$ cat src/rtl/debug_loader.sv
// UART-driven program loader and run/step controller placed in front of top_mips.
// Assembles MSB-first words into instruction memory, gates the pipeline enable and reports the PC.
module debug_loader #(
   parameter int NB_DATA   = 32,
   parameter int NB_ADDR   = 32,
   parameter int NB_BYTE   = 8,
   parameter int ADDR_INC  = 1,
   parameter int MEM_DEPTH = 64
) (
   input  logic               i_clk,
   input  logic               i_reset,
   input  logic               i_rx_valid,
   input  logic [NB_BYTE-1:0] i_rx_data,
   input  logic               i_halt,
   input  logic [NB_DATA-1:0] i_pc,
   input  logic               i_tx_ready,
   output logic               o_tx_valid,
   output logic [NB_BYTE-1:0] o_tx_data,
   output logic               o_write,
   output logic [NB_DATA-1:0] o_instruction,
   output logic [NB_ADDR-1:0] o_address,
   output logic               o_enable,
   output logic               o_busy
);

   localparam int NBYTES = NB_DATA / NB_BYTE;
   localparam int IDXW   = (NBYTES > 1) ? $clog2(NBYTES) : 1;
   localparam int WCW    = $clog2(MEM_DEPTH + 1);
   localparam logic [IDXW-1:0] LAST_B = IDXW'(NBYTES - 1);

   localparam logic [NB_BYTE-1:0] CMD_L = NB_BYTE'(8'h4C);
   localparam logic [NB_BYTE-1:0] CMD_C = NB_BYTE'(8'h43);
   localparam logic [NB_BYTE-1:0] CMD_S = NB_BYTE'(8'h53);
   localparam logic [NB_BYTE-1:0] CMD_N = NB_BYTE'(8'h4E);
   localparam logic [NB_BYTE-1:0] CMD_Q = NB_BYTE'(8'h51);

   typedef enum logic [2:0] {
      S_IDLE, S_LOAD, S_LOAD_WR, S_RUN, S_STEP_WAIT, S_STEP_PULSE, S_STEP_CAP, S_SEND
   } state_t;

   state_t             r_state, w_next, r_ret;
   logic [NB_DATA-1:0] r_word, r_pc, w_pc_sh, w_word_sh;
   logic [NB_ADDR-1:0] r_addr;
   logic [IDXW-1:0]    r_cnt, r_bidx;
   logic [WCW-1:0]     r_wcnt;
   logic               r_busy, w_last_wr;

   // A load ends on a HALT (all-zero) word or when the depth budget is used up.
   assign w_last_wr = (r_word == '0) || (r_wcnt == WCW'(MEM_DEPTH - 1));
   assign w_word_sh = {r_word[NB_DATA-NB_BYTE-1:0], i_rx_data};
   assign w_pc_sh   = r_pc << (NB_BYTE * 32'(r_bidx));

   always_comb begin
      w_next = r_state;
      case (r_state)
         S_IDLE: begin
            if (i_rx_valid) begin
               if      (i_rx_data == CMD_L) w_next = S_LOAD;
               else if (i_rx_data == CMD_C) w_next = S_RUN;
               else if (i_rx_data == CMD_S) w_next = S_STEP_WAIT;
            end
         end
         S_LOAD:       if (i_rx_valid && r_cnt == LAST_B) w_next = S_LOAD_WR;
         S_LOAD_WR:    w_next = w_last_wr ? S_IDLE : S_LOAD;
         S_RUN:        if (i_halt) w_next = S_SEND;
         S_STEP_WAIT: begin
            if (i_rx_valid) begin
               if      (i_rx_data == CMD_N) w_next = S_STEP_PULSE;
               else if (i_rx_data == CMD_Q) w_next = S_IDLE;
            end
         end
         S_STEP_PULSE: w_next = S_STEP_CAP;
         S_STEP_CAP:   w_next = S_SEND;
         S_SEND:       if (i_tx_ready && r_bidx == LAST_B) w_next = r_ret;
         default:      w_next = S_IDLE;
      endcase
   end

   always_ff @(posedge i_clk or negedge i_reset) begin
      if (!i_reset) begin
         r_state <= S_IDLE;
         r_ret   <= S_IDLE;
         r_busy  <= 1'b0;
         r_word  <= '0;
         r_pc    <= '0;
         r_addr  <= '0;
         r_cnt   <= '0;
         r_bidx  <= '0;
         r_wcnt  <= '0;
      end else begin
         r_state <= w_next;
         r_busy  <= (w_next != S_IDLE);
         case (r_state)
            S_IDLE: begin
               if (i_rx_valid && i_rx_data == CMD_L) begin
                  r_cnt  <= '0;
                  r_wcnt <= '0;
               end
            end
            S_LOAD: begin
               if (i_rx_valid) begin
                  r_word <= w_word_sh;
                  r_cnt  <= (r_cnt == LAST_B) ? '0 : r_cnt + 1'b1;
               end
            end
            S_LOAD_WR: begin
               r_addr <= w_last_wr ? '0 : r_addr + NB_ADDR'(ADDR_INC);
               r_wcnt <= r_wcnt + 1'b1;
               // A byte landing during the write cycle starts the next word.
               if (i_rx_valid && !w_last_wr) begin
                  r_word <= w_word_sh;
                  r_cnt  <= IDXW'(1);
               end
            end
            S_RUN: begin
               if (i_halt) begin
                  r_pc   <= i_pc;
                  r_ret  <= S_IDLE;
                  r_bidx <= '0;
               end
            end
            S_STEP_CAP: begin
               r_pc   <= i_pc;
               r_ret  <= i_halt ? S_IDLE : S_STEP_WAIT;
               r_bidx <= '0;
            end
            S_SEND: begin
               if (i_tx_ready) r_bidx <= (r_bidx == LAST_B) ? '0 : r_bidx + 1'b1;
            end
            default: ;
         endcase
      end
   end

   assign o_write       = (r_state == S_LOAD_WR);
   assign o_instruction = r_word;
   assign o_address     = r_addr;
   assign o_enable      = (r_state == S_RUN) || (r_state == S_STEP_PULSE);
   assign o_tx_valid    = (r_state == S_SEND);
   assign o_tx_data     = w_pc_sh[NB_DATA-1 -: NB_BYTE];
   assign o_busy        = r_busy;

endmodule

$ cat config.mk
export PLATFORM = sky130hd
export DESIGN_NAME = debug_loader
export DESIGN_NICKNAME = d
export VERILOG_FILES = /design/src/rtl/debug_loader.sv
export SDC_FILE = /design/constraint.sdc
export NUM_CORES = 1
export LEC_CHECK = 0
export CAP_MARGIN = 40
export CORE_MARGIN = 8
export CORE_UTILIZATION = 35
export DETAILED_ROUTE_END_ITERATION = 7
export PLACE_DENSITY = 0.62
export SETUP_SLACK_MARGIN = 0.15
export SYNTH_ARGS = -nofsm -noshare
export SYNTH_HDL_FRONTEND = slang
export SYNTH_SLANG_ARGS = --single-unit
$ cat constraint.sdc
create_clock -name i_clk -period 2.1 [get_ports i_clk]
set_clock_uncertainty 0.2 [all_clocks]
set_input_delay 0.42 -clock i_clk [delete_from_list [all_inputs] [get_ports i_clk]]
set_output_delay 0.42 -clock i_clk [all_outputs]
set_load 0.02 [all_outputs]
# [Word-level counts from Yosys, hierarchy flattened]
# Index checks and enable logic that the tools add are counted.
[word_totals] regBits=114 input_bits=45 out_inout_bits=76
[classes] add_sub_neg=4 n_eq_ne=20 shift=1 muxes=32 n_reduce_logical=20
[op_table] operator="two-way mux 32 bit" count=4
[op_table] operator="case mux 32 bit (2 select lines)" count=2
[op_table] operator="equality test 8 x 7 -> 1 bit, second input constant" count=5
[op_table] operator="two-way mux 3 bit" count=12
[op_table] operator="adder 32 x 1 -> 32 bit, second input constant" count=1
[op_table] operator="zero test 32 bit" count=1
[op_table] operator="left shift 32 x 5 -> 32 bit" count=1
[op_table] operator="case mux 3 bit (8 select lines)" count=1
[op_table] operator="two-way mux 2 bit" count=7
[op_table] operator="case mux 7 bit (2 select lines)" count=1
[op_table] operator="equality test 3 bit, second input constant" count=4
[op_table] operator="case mux 2 bit (3 select lines)" count=2
[op_table] operator="nonzero test 3 bit" count=3
[op_table] operator="inequality test 2 bit, second input constant" count=4
[op_table] operator="adder 7 x 1 -> 7 bit, second input constant" count=1
[op_table] operator="equality test 7 x 6 -> 1 bit, second input constant" count=1
[op_table] operator="two-way mux 7 bit" count=1
[op_table] operator="equality test 3 x 2 -> 1 bit, second input constant" count=2
[op_table] operator="case mux 3 bit (2 select lines)" count=1
[op_table] operator="AND reduction 3 bit" count=2
[op_table] operator="nonzero test 2 bit" count=3
[op_table] operator="adder 2 x 1 -> 2 bit, second input constant" count=2
[op_table] operator="equality test 2 bit, second input constant" count=2
[op_table] operator="logical AND 1 bit" count=4
[op_table] operator="8 further kinds" count=10

# [Depth between registers and ports, before layout]
[logic_depth] ltp_word=7 mapped_depth=8

# [Worst setup path after synthesis]
# No wires, ideal clock.
[synth_path] path_kind="reg-to-reg" startpoint="reg r_word[16] (netlist: o_instruction[16])" endpoint="reg r_busy (netlist: o_busy)" setup_time_ns=0.139 arrival_ns=1.957 required_time_ns=1.761 setup_slack_ns=-0.196 stages_incl_launch_ff=8 path_buffers=2 cell_sequence="dfrtp_1 -> nor4_1 -> nand4_1 -> o32a_1 -> buf_2 -> and2_1 -> clkbuf_1 -> or4_1"
[synth_between] elab_chain_cells=5
[synth_rtl] element="start: declaration" line_no="42" source="logic [NB_DATA-1:0] r_word, r_pc, w_pc_sh, w_word_sh;"
[synth_rtl] element="start signal: assignment" line_no="102" source="r_word <= w_word_sh;"
[synth_rtl] element="start signal: assignment" line_no="111" source="r_word <= w_word_sh;"
[synth_rtl] element="zero test 32 bit" line_no="49" source="assign w_last_wr = (r_word == '0) || (r_wcnt == WCW'(MEM_DEPTH - 1));"
[synth_rtl] element="logical OR 1 bit" line_no="49"
[synth_rtl] element="two-way mux 1 bit" line_no="64" source="S_LOAD_WR: w_next = w_last_wr ? S_IDLE : S_LOAD;"
[synth_rtl] element="case mux 3 bit (8 select lines)" line_no="55" source="case (r_state)"
[synth_rtl] element="nonzero test 3 bit" line_no="92" source="r_busy <= (w_next != S_IDLE);"
[synth_rtl] element="end signal: assignment" line_no="92"
[synth_rtl] element="end: declaration" line_no="46" source="logic r_busy, w_last_wr;"
# Every way passes these cells.
# A chain may end at the register's enable or synchronous reset.

# [Worst setup path in the final report]
[layout_path] startpoint="reg r_word[25] (netlist: o_instruction[25])" endpoint="reg r_busy (netlist: o_busy)"
# Same word-level chain as after synthesis.

==> flow_summary.toml <==
[run_status]
status = "finished, violations left"
violations = "setup timing"

[logic_synthesis]
synth_ff_type = "dfrtp_1"
synth_edf_count = 0
synth.top_cell.area_share_pct = 47.38
ys_seq_area_share_pct = 47.38
ys_async_sr_fraction_pct = 100.0
syn_area_per_cell_sq_um = 9.942
syn_inst = 595
yosys_warnings = 0
yosys-top-cells-area = "dfrtp_1 (47%), mux2_2 (6.1%), nand4_1 (4.8%)"
yosysTopAreaCell = "dfrtp_1"
synth_nets = 644
synthesis.area_sq_um = 5916
synth.distinct_cells = 45
ys_ff_latch = 112

[setup_path]
rrSetupSlack_ns = -0.16
worstSetupPathType = "reg -> reg"
arrival_ns = 2.29
end_kind = "flop"
r2r_end = "o_busy$_DFF_PN0_"
path_max_fanout = 5
reg2reg_from = "o_instruction[25]$_DFFE_PN0P_"
start_kind = "flop"
reg2reg_depth = 6
cp.required_ns = 2.13

[floorplanning]
rows = 47
die_area_sq_um = 21320
die_y_um = 146.0
start_util_pct = 35.67
coreArea_sq_um = 16580
io-pin-count = 121
die_x_um = 146.0

[sta]
tightest_slew_ns = 0.4054
fin_crit_sh_pct = 107.7
fin_crit_ns = 2.263
max_clock_freq_mhz = 442.0
slew_viol_final = 0
finalHoldViolCount = 0
rsz0062_at_grt = "yes"
finalSetupViolCount = 73
layout_setup_ws_ns = -0.1627
maxSlewHeadroom_pct = 72.69
whs_ns = 0.2875

[drt]
drt_iter0_markers = 412
dr.pass1.iters = 5
drtAntennaViolNets = 0
route.detailed.drc = 0
route.vias.total = 5607
routed_wl_um = 18630
wire_per_inst_um = 18.02
via_per_inst = 5.423

[clock_tree]
cts_root_buf = "clkbuf_16"
cts_sinks = 112
cts_tree = "built"
h-tree-depth = 3
cts_made_buffers = 9
clock_latency_ns = 0.36
clockBufferDepth = 2
path_clk_slew_ns = 0.08

[power_and_ir_drop]
pwr_density_cell_nw_per_um2 = 1119
clkPwrFrac_pct = 17.1
power_mw = 10.06
p_leak_nw = 3.899
p_seq_share_pct = 32.9
swShare_pct = 36.90
irDropWorstVdd_uv = 630.5
comb_power_share_pct = 50.0
p_int_mw = 6.349
power.switching_mw = 3.713

[place]
finalWeightedCongestion = 0.8118
place_inst = 982
hpwl_um = 12040
dp_slack_ns = -0.5452
portBuffers = 120

[job]
drv_cap = 0

[final_layout]
final_common_cell = "dfrtp_1"
area_growth_pct = 51.95
layout_common_cells = "dfrtp_1 (92), buf_4 (85), dlygate4sd2_1 (68)"
drive_above_1_share_pct = 30.59
layout.nets = 858
antenna_cells = 0
stdcell_count = 1034

[grt]
first_global_vias = 5810
met2_usage_pct = 28.23
overflow = 0
grt_pass1_wl_um = 30130
grt_use_total_pct = 17.08
grtUsageMet3_pct = 3.825
met1_usage_pct = 21.78
grt_busiest_layer = "met2"
grt_max_degree = 97
antenna_found_initial = 0

[worst_hold_path]
hold_path.class = "in -> async"
cells in the mapped netlist, types with 4 or more instances:
| cell type | count |
|---|---|
| and3_1 | 4 |
| inv_1 | 7 |
| nor2_1 | 40 |
| a21oi_1 | 14 |
| dfrtp_1 | 112 |
| nor4_1 | 10 |
| clkbuf_1 | 37 |
| nor2b_1 | 33 |
| nand3_1 | 19 |
| mux4_2 | 8 |
| nor3_1 | 4 |
| nand4_1 | 45 |
| buf_2 | 6 |
| xnor2_1 | 10 |
| a31oi_1 | 34 |
| mux2_2 | 32 |
| and2_1 | 5 |
| ha_1 | 4 |
| and4_1 | 4 |
| or2_2 | 5 |
| o21ai_0 | 18 |
| xor2_1 | 17 |
| nand2_1 | 60 |
| o211ai_1 | 32 |
what timing repair did:
action / 4_1_cts / 5_1_grt
endpoints found under the setup margin: 175 / 116
endpoints found under the hold margin: 20 / 0
setup buffers: 15 / 11
hold buffers: 1 / 0
pin swaps: 21 / 45
gates cloned: 4 / 5
gates resized for setup: 186 / 28
worst max path at each step:
stage	slack (ns)	startpoint	endpoint	cells after the start
floorplan	-0.04	r_state[2]$_DFF_PN0_	o_address[29]$_DFFE_PN0P_	5
global placement	-0.56	i_rx_data[6]	o_busy$_DFF_PN0_	6
detailed placement	-0.55	i_rx_data[6]	o_busy$_DFF_PN0_	6
CTS	-0.08	r_bidx[0]$_DFFE_PN0P_	o_tx_data[0]	3
global route	-0.18	o_instruction[25]$_DFFE_PN0P_	o_instruction[13]$_DFFE_PN0P_	8
finish	-0.16	o_instruction[25]$_DFFE_PN0P_	o_busy$_DFF_PN0_	6
per-stage QoR:
step | setup TNS (ns) | cell area [sq um] | utilization [%]
2_1_floorplan | -0.09970 | 6000 | -
3_3_place_gp | -17.89 | 8023 | 48.38
3_5_place_dp | -18.85 | 8023 | 48.38
4_1_cts | -1.203 | 8698 | 52.45
5_1_grt | -7.572 | 8989 | 54.20
6_report | -5.190 | 8989 | 54.20
cells by family (layout without fill, tap and decap cells):
| group | after synthesis | after routing | synth area share [%] |
|---|---|---|---|
| and+or+nand+nor | 244 | 244 | 22.17 |
| AOI/OAI and AO/OA | 114 | 114 | 12.69 |
| DFF | 112 | 112 | 47.38 |
| buffers and inverters | 53 | 272 | 3.617 |
| muxes | 41 | 41 | 9.306 |
| xor gates and xnor gates | 27 | 27 | 3.997 |
| adders and majority gates | 4 | 4 | 0.8461 |
worst max-delay path, stage by stage (launching register included):
cell     delay [ns]
dfrtp_2        0.41
nor4_1         0.41
nand4_1        0.20
o32a_1         0.22
and2_4         0.17
buf_12         0.14
or4_1          0.39
state kept, by name, summed over array words and instances, names as in the netlist:
| register | flops |
|---|---|
| o_address | 32 |
| o_instruction | 32 |
| r_pc | 32 |
| r_wcnt | 7 |
| r_state | 3 |
| r_bidx | 2 |
| r_cnt | 2 |
| o_busy | 1 |
| r_ret | 1 |
power by group through the flow:
stage          sequential [mW]  clock [mW]  combinational, mW
2_1_floorplan             3.66           0               2.10
3_3_place_gp              3.26           0               4.51
3_5_place_dp              3.30           0               4.62
4_1_cts                   3.30        1.76               4.86
5_1_grt                   3.41        1.86               5.44
6_report                  3.31        1.72               5.03
metal layers:
metal	wire, um	part of all wire (%)
met5	0	0
met4	308	1.7
met3	1310	7.0
met2	8989	48
met1	8019	43
final cells by class:
class,count,area [sq um]
Fill cell,1484,7595
Multi-Input combinational cell,430,3069
Sequential cell,112,2828
Timing Repair Buffer,249,2492
Tap cell,220,275.3
Clock buffer,9,225.2
Clock inverter,7,70.07
Inverter,7,28.78
(Power assumes the default switching activity.)
